### src/rtl/mmu_dma.sv
// mmu_dma: MMU09 bus-master DMA engine, programmed through $FEA0-$FEA7 and copying one byte per three E cycles.
// Optional completion interrupt (CTRL b7 enable) is built only when MMU09_DMA_IRQ_EN is defined.
module mmu_dma #(
  parameter int         CNT_W    = 16,
  parameter logic [2:0] REG_BASE = 3'b101
) (
  input  logic        i_eclk,
  input  logic        i_rst_n,
  input  logic [15:0] i_addr,
  input  logic        i_rw,
  input  logic [7:0]  i_data,
  input  logic        i_kernio,
  input  logic        i_ba,
  input  logic        i_bs,
  output logic        o_halt_n,
  output logic        o_busen,
  output logic [15:0] o_addr,
  output logic        o_rw,
  output logic [7:0]  o_data,
  output logic        o_rden,
  output logic        o_irq_n
);

  typedef enum logic [2:0] {IDLE, REQ, RD, WR, NEXT, REL} state_t;

  state_t           state, state_nx;
  logic [15:0]      src, dst, cnt_view;
  logic [CNT_W-1:0] cnt;
  logic [7:0]       rdbuf, rd_mux;
  logic [2:0]       idx;
  logic             srcinc, dstinc, abort_q, done, aborted, ie;
  logic             sel, reg_wr, reg_rd, ctrl_wr, stat_rd, busy, abort_now;
  logic             unused_addr_bits;

  assign sel       = i_kernio && (i_addr[7:5] == REG_BASE);
  assign idx       = i_addr[2:0];
  assign reg_wr    = sel && !i_rw;
  assign reg_rd    = sel && i_rw;
  assign ctrl_wr   = reg_wr && (idx == 3'd6);
  assign stat_rd   = reg_rd && (idx == 3'd7);
  assign busy      = (state != IDLE);
  assign abort_now = abort_q || (ctrl_wr && i_data[3]);
  assign cnt_view  = 16'(cnt);
  assign o_rden    = reg_rd;
  assign unused_addr_bits = ^{i_addr[15:8], i_addr[4:3]};

`ifdef MMU09_DMA_IRQ_EN
  logic ie_q;

  always_ff @(posedge i_eclk or negedge i_rst_n) begin
    if (!i_rst_n)
      ie_q <= 1'b0;
    else if (ctrl_wr && !busy)
      ie_q <= i_data[7];
  end

  assign ie      = ie_q;
  assign o_irq_n = !(done && ie_q);
`else
  assign ie      = 1'b0;
  assign o_irq_n = 1'b1;
`endif

  always_comb begin
    rd_mux = 8'h00;
    case (idx)
      3'd0: rd_mux = src[15:8];
      3'd1: rd_mux = src[7:0];
      3'd2: rd_mux = dst[15:8];
      3'd3: rd_mux = dst[7:0];
      3'd4: rd_mux = cnt_view[15:8];
      3'd5: rd_mux = cnt_view[7:0];
      3'd6: rd_mux = {ie, 3'b000, abort_q, dstinc, srcinc, 1'b0};
      default: rd_mux = {5'b00000, aborted, done, busy};
    endcase
  end

  always_ff @(posedge i_eclk or negedge i_rst_n) begin
    if (!i_rst_n)
      state <= IDLE;
    else
      state <= state_nx;
  end

  // Bus outputs decode from state alone so an async reset releases the bus immediately.
  always_comb begin
    state_nx = state;
    o_halt_n = 1'b1;
    o_busen  = 1'b0;
    o_addr   = 16'h0000;
    o_rw     = 1'b1;
    o_data   = reg_rd ? rd_mux : 8'h00;
    case (state)
      IDLE: if (ctrl_wr && i_data[0] && (cnt != '0)) state_nx = REQ;
      REQ: begin
        o_halt_n = 1'b0;
        if (abort_now)
          state_nx = REL;
        else if (i_ba && i_bs)
          state_nx = RD;
      end
      RD: begin
        o_halt_n = 1'b0;
        o_busen  = 1'b1;
        o_addr   = src;
        state_nx = WR;
      end
      WR: begin
        o_halt_n = 1'b0;
        o_busen  = 1'b1;
        o_addr   = dst;
        o_rw     = 1'b0;
        o_data   = rdbuf;
        state_nx = NEXT;
      end
      NEXT: begin
        o_halt_n = 1'b0;
        state_nx = ((cnt == CNT_W'(1)) || abort_now) ? REL : RD;
      end
      REL: if (!i_ba) state_nx = IDLE;
      default: state_nx = IDLE;
    endcase
  end

  // Later assignments win: completion beats a same-edge STAT read clear.
  always_ff @(posedge i_eclk or negedge i_rst_n) begin
    if (!i_rst_n) begin
      src     <= 16'h0000;
      dst     <= 16'h0000;
      cnt     <= '0;
      rdbuf   <= 8'h00;
      srcinc  <= 1'b0;
      dstinc  <= 1'b0;
      abort_q <= 1'b0;
      done    <= 1'b0;
      aborted <= 1'b0;
    end else begin
      if (stat_rd) begin
        done    <= 1'b0;
        aborted <= 1'b0;
      end
      if (reg_wr && !busy) begin
        case (idx)
          3'd0: src[15:8] <= i_data;
          3'd1: src[7:0]  <= i_data;
          3'd2: dst[15:8] <= i_data;
          3'd3: dst[7:0]  <= i_data;
          3'd4: cnt <= CNT_W'({i_data, cnt_view[7:0]});
          3'd5: cnt <= CNT_W'({cnt_view[15:8], i_data});
          3'd6: begin
            srcinc  <= i_data[1];
            dstinc  <= i_data[2];
            abort_q <= i_data[3];
            if (i_data[0] && (cnt == '0)) done <= 1'b1;
          end
          default: ;
        endcase
      end
      if (ctrl_wr && busy && i_data[3])
        abort_q <= 1'b1;
      if (state == RD)
        rdbuf <= i_data;
      if (state == NEXT) begin
        cnt <= cnt - CNT_W'(1);
        src <= src + {15'h0000, srcinc};
        dst <= dst + {15'h0000, dstinc};
      end
      if ((state == REL) && !i_ba) begin
        done    <= 1'b1;
        aborted <= abort_q;
        abort_q <= 1'b0;
      end
    end
  end

endmodule

### config.mk
export PLATFORM = sky130hd
export DESIGN_NAME = mmu_dma
export DESIGN_NICKNAME = d
export VERILOG_FILES = /design/src/rtl/mmu_dma.sv
export SDC_FILE = /design/constraint.sdc
export NUM_CORES = 1
export LEC_CHECK = 0
export BUFFER_PORTS_ARGS = -buffer_cell sky130_fd_sc_hd__buf_2
export CORE_AREA = 2 2 91 93
export CTS_CLUSTER_SIZE = 12
export DETAILED_ROUTE_END_ITERATION = 8
export DIE_AREA = 0 0 93 95
export GPL_ROUTABILITY_DRIVEN = 0
export PLACE_DENSITY = 0.79
export SYNTH_ARGS = -nofsm -noshare
export SYNTH_HDL_FRONTEND = slang
export SYNTH_SLANG_ARGS = --single-unit
### constraint.sdc
create_clock -name i_eclk -period 2.6 [get_ports i_eclk]
set_input_delay 0.26 -clock i_eclk [delete_from_list [all_inputs] [get_ports i_eclk]]
set_output_delay 0.26 -clock i_eclk [all_outputs]
set_load 0.05 [all_outputs]
# --- After elaboration in Yosys (flattened, before gate mapping) ---
# Index checks and enable logic that the tools add are counted.
word_totals:
  reg_bits: 64
  input_bits: 30
  out_inout_bits: 29
classes:
  n_reduce_logical: 45
  mux: 35
  eq_ne: 19
  add_sub_neg: 3
op_table:
  columns: ["cell", "n"]
  rows:
  - ["2-to-1 mux 16 bit", 6]
  - ["one-hot mux 16 bit (2 select lines)", 2]
  - ["one-hot mux 8 bit (7 select lines)", 1]
  - ["2-to-1 mux 8 bit", 6]
  - ["adder 16 x 1 -> 16 bit", 2]
  - ["equality test 3 bit (second input constant)", 7]
  - ["one-hot mux 3 bit (6 select lines)", 1]
  - ["equality test 16 x 1 -> 1 bit (second input constant)", 1]
  - ["zero test 16 bit", 1]
  - ["nonzero test 16 bit", 1]
  - ["nonzero test 2 bit", 8]
  - ["subtractor 16 x 1 -> 16 bit (second input constant)", 1]
  - ["2-to-1 mux 3 bit", 5]
  - ["logical AND 1 bit", 14]
  - ["2-to-1 mux 1 bit", 14]
  - ["equality test 3 x 2 -> 1 bit (second input constant)", 4]
  - ["AND reduction 2 bit", 6]
  - ["AND reduction 3 bit", 3]
  - ["nonzero test 3 bit", 3]
  - ["inequality test 2 bit (second input constant)", 4]
  - ["equality test 3 x 1 -> 1 bit (second input constant)", 2]
  - ["zero test 3 bit", 2]
  - ["OR reduction 4 bit", 1]
  - ["zero test 1 bit", 3]
  - ["3 further kinds", 4]

# --- Longest topological paths before layout ---
depth:
  word_depth: 9
  depth_mapped: 8
  depth_no_buf: 7

# --- Least setup slack after synthesis ---
# Ideal clock, no wire load.
synth_path:
  kind: "register to output"
  start: "register state[1]"
  end: "output o_data[3]"
  slack_ps: -308
  t_required_ps: 2340
  path_stages_with_launch: 8
  arrival_ps: 2648
  cell_sequence: "dfrtp_1 buf_2 nand2b_1 clkbuf_1 nor2_1 inv_1 nand3_1 o21ai_0"
synth_between:
  elab_chain_len: 2
synth_lines:
  columns: ["item", "line_no", "text"]
  rows:
  - ["from (decl)", "26", "state_t state, state_nx;"]
  - ["from (signal assigned)", "82", "state <= state_nx;"]
  - ["equality test 3 x 2 -> 1 bit", "93", "case (state)"]
  - ["2-to-1 mux 8 bit", "93", null]
  - ["to (decl)", "19", "output logic [7:0] o_data,"]
# No other way between the ends.

# --- Final worst setup path ---
layout_path:
  start: "register state[2]"
  end: "output o_data[7]"
# The elaborated chain is that of the path after synthesis.

==> summary.txt <==
Floorplan
  – Die area: 8840 µm²
  – Core Area: 7930 µm²
  – Die boundary height: 95 µm
  – Row cnt: 33
  – Die X: 93 µm
  – Starting Density: 0.568
  – Io pins: 59

Synth
  – Synth Register Bits: 64
  – Synth warn: 0
  – Xor/xnor share of the synthesized area: 0.00194
  – Net Count, Synth: 581
  – Seq/Total Area, Yosys: 0.355
  – Netlist Area Pre-Place: 4510 µm²
  – Largest family of logic cells by synthesized area: simple AND/OR/NAND/NOR gates
  – Ys flop type: dfrtp_1
  – Gate Count Post-Synth: 544
  – Share of the synthesized area in the top cell type: 0.355
  – Synth Area in Compound Gates: 0.185
  – Synth cell types: 61
  – Synth Area in Simple Gates: 0.275
  – Number of synthesized flops with an enable pin: 0
  – Synth Area in Adders: 0.0194
  – Synth area leader: dfrtp_1
  – Avg Cell Area, Syn: 8.28 µm²
  – Mux cell area share after synthesis: 0.114
  – Asr flop ratio synth: 1.00
  – Area contributors post-synth: dfrtp_1 (36%), mux2i_1 (6.7%), nand2_1 (5.4%)

Final layout
  – Nets: 619
  – Ant diodes: 0
  – Area Growth Syn to Fin: 11.3%
  – Layout Cells excl Fill: 689
  – Fraction of layout cells with a size suffix above 1: 0.171
  – Post-route cell area: 5020 µm²

Run
  – Max cap viols: 0

Global routing
  – Initial antenna violation count: 0
  – First-pass GRT wire length: 21.9 mm
  – Largest net degree at the start of global routing: 37
  – Gr usage total: 0.325
  – Total gr overflow: 0
  – Vias in the first global route: 4182

Detailed routing
  – Vias: 4631
  – Vias per cell: 6.72
  – 1st-iter DRT viols: 664
  – Wl on met1: 5.66 mm
  – Wire length on met2: 6.36 mm
  – Drt total wl: 13.9 mm
  – Per-cell routed wire length: 20.2 µm
  – Top routing layer in use: met4
  – Antenna-violating nets left: 0
  – Residual DRC: 0
  – DRT Pass-1 Iters: 6
  – Routed wl met3: 1.41 mm

Power and ir drop
  – Net switching power figure: 2.22 mW
  – Lkg Pwr: 2.16 nW
  – Final Total Pwr: 4.68 mW
  – VDD IR max: 0.518 mV
  – Part of the power in registers: 0.393
  – Combinational share of power: 0.444
  – Clock share of power: 0.163
  – P_int: 2.46 mW
  – Pwr dens: 932 nW/µm²
  – Sw Share: 0.474

STA
  – Final Setup Violations: 0
  – Final Skew: 0.00914 ns
  – Hold Fails Final Rpt: 0
  – Slew @ Worst Pin: 0.672 ns
  – Highest clock rate: 0.442 GHz
  – Max-slew violation count: 0
  – Final setup TNS: 0 ns
  – Tmin final: 2.26 ns
  – Final period util: 0.870
  – RSZ-0062 raised after global routing: false
  – Max-slew headroom: 0.545

Placement
  – Port buffer count: 47
  – Placed Area: 4850 µm²
  – Final HPWL DP: 9.94 mm
  – Post-Place Cells: 675

Worst setup path
  – WS Path Type: reg2out
  – Crit path DAT: 2.00 ns
  – Startpoint Class: register
  – Crit end category: output port
  – Max FO, Critical Path: 14
  – Worst Path Required: 2.34 ns

Clock tree
  – CTS Root Cell: clkbuf_8
  – Post-CTS Setup Bufs: 0
  – TritonCTS clock tree: yes
  – Clk sinks: 64
  – Post_cts resized: 0
  – H-tree Lvls: 3
  – Reg clk slew, reported paths: 0.07 ns
  – CTS Buf Count: 9
  – CTS Buffer Depth: 2
  – Worst-Skew Late Latency: 0.34 ns

Outcome
  – Outcome: completed

Worst hold path
  – Tightest Hold Check Type: in2reg
## stage by stage
stage	utilization	hold slack, ns	worst slack [ns]
after floorplan	-	-0.0356	-0.308
after global placement	0.611	0.337	0.447
after detailed placement	0.611	0.341	0.391
after CTS	0.633	0.250	0.336
after global routing	0.633	0.267	0.175
final	0.633	0.260	0.338
## registers in the layout, summed over array words and instances (netlist names)
signal,cells
cnt,16
dst,16
src,16
rdbuf,8
state,3
abort_q,1
aborted,1
done,1
dstinc,1
srcinc,1
## worst max-delay path, stage by stage (launching register included)
cell	delay, ns
dfrtp_1	0.57
nand2b_1	0.18
nor2_1	0.05
buf_4	0.17
inv_1	0.08
nand3_1	0.13
o21ai_0	0.19
buf_2	0.29
## power by group through the flow
stage               logic, mW  registers (mW)  clock network, mW
finish                   2.08            1.84              0.761
global placement         1.99            1.81                  0
floorplan                1.70            1.60                  0
global route             2.25            1.88              0.812
CTS                      2.06            1.81              0.762
detailed placement       2.05            1.83                  0
## logic make-up after synthesis
family	Yosys count
and+or+nand+nor	240
AOI/OAI and AO/OA	133
DFF	64
buffers and inverters	52
muxes	46
adders and majority gates	7
other	1
xor gates and xnor gates	1
## cells in the final DEF, fill, tap and decap left out, types with 3 or more instances in the layout
| master | instances |
|---|---|
| nor3b_1 | 3 |
| and4_1 | 5 |
| nor2_1 | 56 |
| nand2b_1 | 4 |
| and3_1 | 10 |
| nor4_1 | 3 |
| clkbuf_8 | 11 |
| o21ai_0 | 41 |
| or3_1 | 5 |
| o22ai_1 | 8 |
| nor3_1 | 16 |
| a211oi_1 | 9 |
| ha_1 | 7 |
| buf_2 | 47 |
| inv_1 | 17 |
| a21oi_1 | 32 |
| o32ai_1 | 5 |
| nand2_1 | 65 |
| mux2_2 | 13 |
| nand3_1 | 37 |
| buf_4 | 13 |
| mux4_2 | 3 |
| dfrtp_1 | 64 |
| nor4_4 | 3 |
| mux2i_1 | 30 |
| o211ai_1 | 12 |
| nor2b_1 | 4 |
| nand4_1 | 11 |
## layer usage
metal / up-vias / track usage
li1: 2074 / -
met5: - / 0
met1: 2201 / 0.447
met4: 0 / 0.126
met2: 312 / 0.496
met3: 44 / 0.0822
## area by class of cell
type,count,area (µm²)
flip-flops and latches,64,1600
inverters,17,63.8
fillers,681,2910
multi-input cells,428,2700
clock inverters,1,5.00
clock buffers,12,155
well taps,105,131
repair buffers,62,363
## path summary, 6_finish.rpt
kind / endpoint / slack (ns) / from / cells after the start
worst max-delay path: o_data[7] / 0.34 / state[2]$_DFFE_PN0P_ / 7
max in group asynchronous: done$_DFF_PN0_ / 1.45 / i_rst_n / 3
worst min register to register: rdbuf[1]$_DFFE_PN0P_ / 0.51 / rdbuf[1]$_DFFE_PN0P_ / 1
min in group asynchronous: dst[13]$_DFFE_PN0P_ / 0.49 / i_rst_n / 2
worst max register to register: dst[8]$_DFFE_PN0P_ / 0.39 / state[1]$_DFFE_PN0P_ / 5
worst min-delay path: state[0]$_DFFE_PN0P_ / 0.26 / i_ba / 3
## cells in the mapped netlist, types with 3 or more instances
cell type,count
nor3_1,16
dfrtp_1,64
mux4_2,3
ha_1,7
or3_1,5
nand2b_1,4
nor4_1,3
nand3_1,37
nor3b_1,4
a21oi_1,32
and4_1,5
o32ai_1,5
a211oi_1,9
o211ai_1,12
buf_1,9
inv_1,17
mux2i_1,30
mux2_2,13
nand4_1,11
o22ai_1,8
nor4_4,3
buf_2,9
nor2_1,56
nand2_1,65
nor2b_1,4
clkbuf_1,15
o21ai_0,42
and3_1,10
## timing repair
action                                  CTS  global route
hold buffers                              1             0
endpoints found under the setup margin    0             0
hold endpoints to repair                 28             0
No activity file was read; power rests on OpenSTA's default activity.
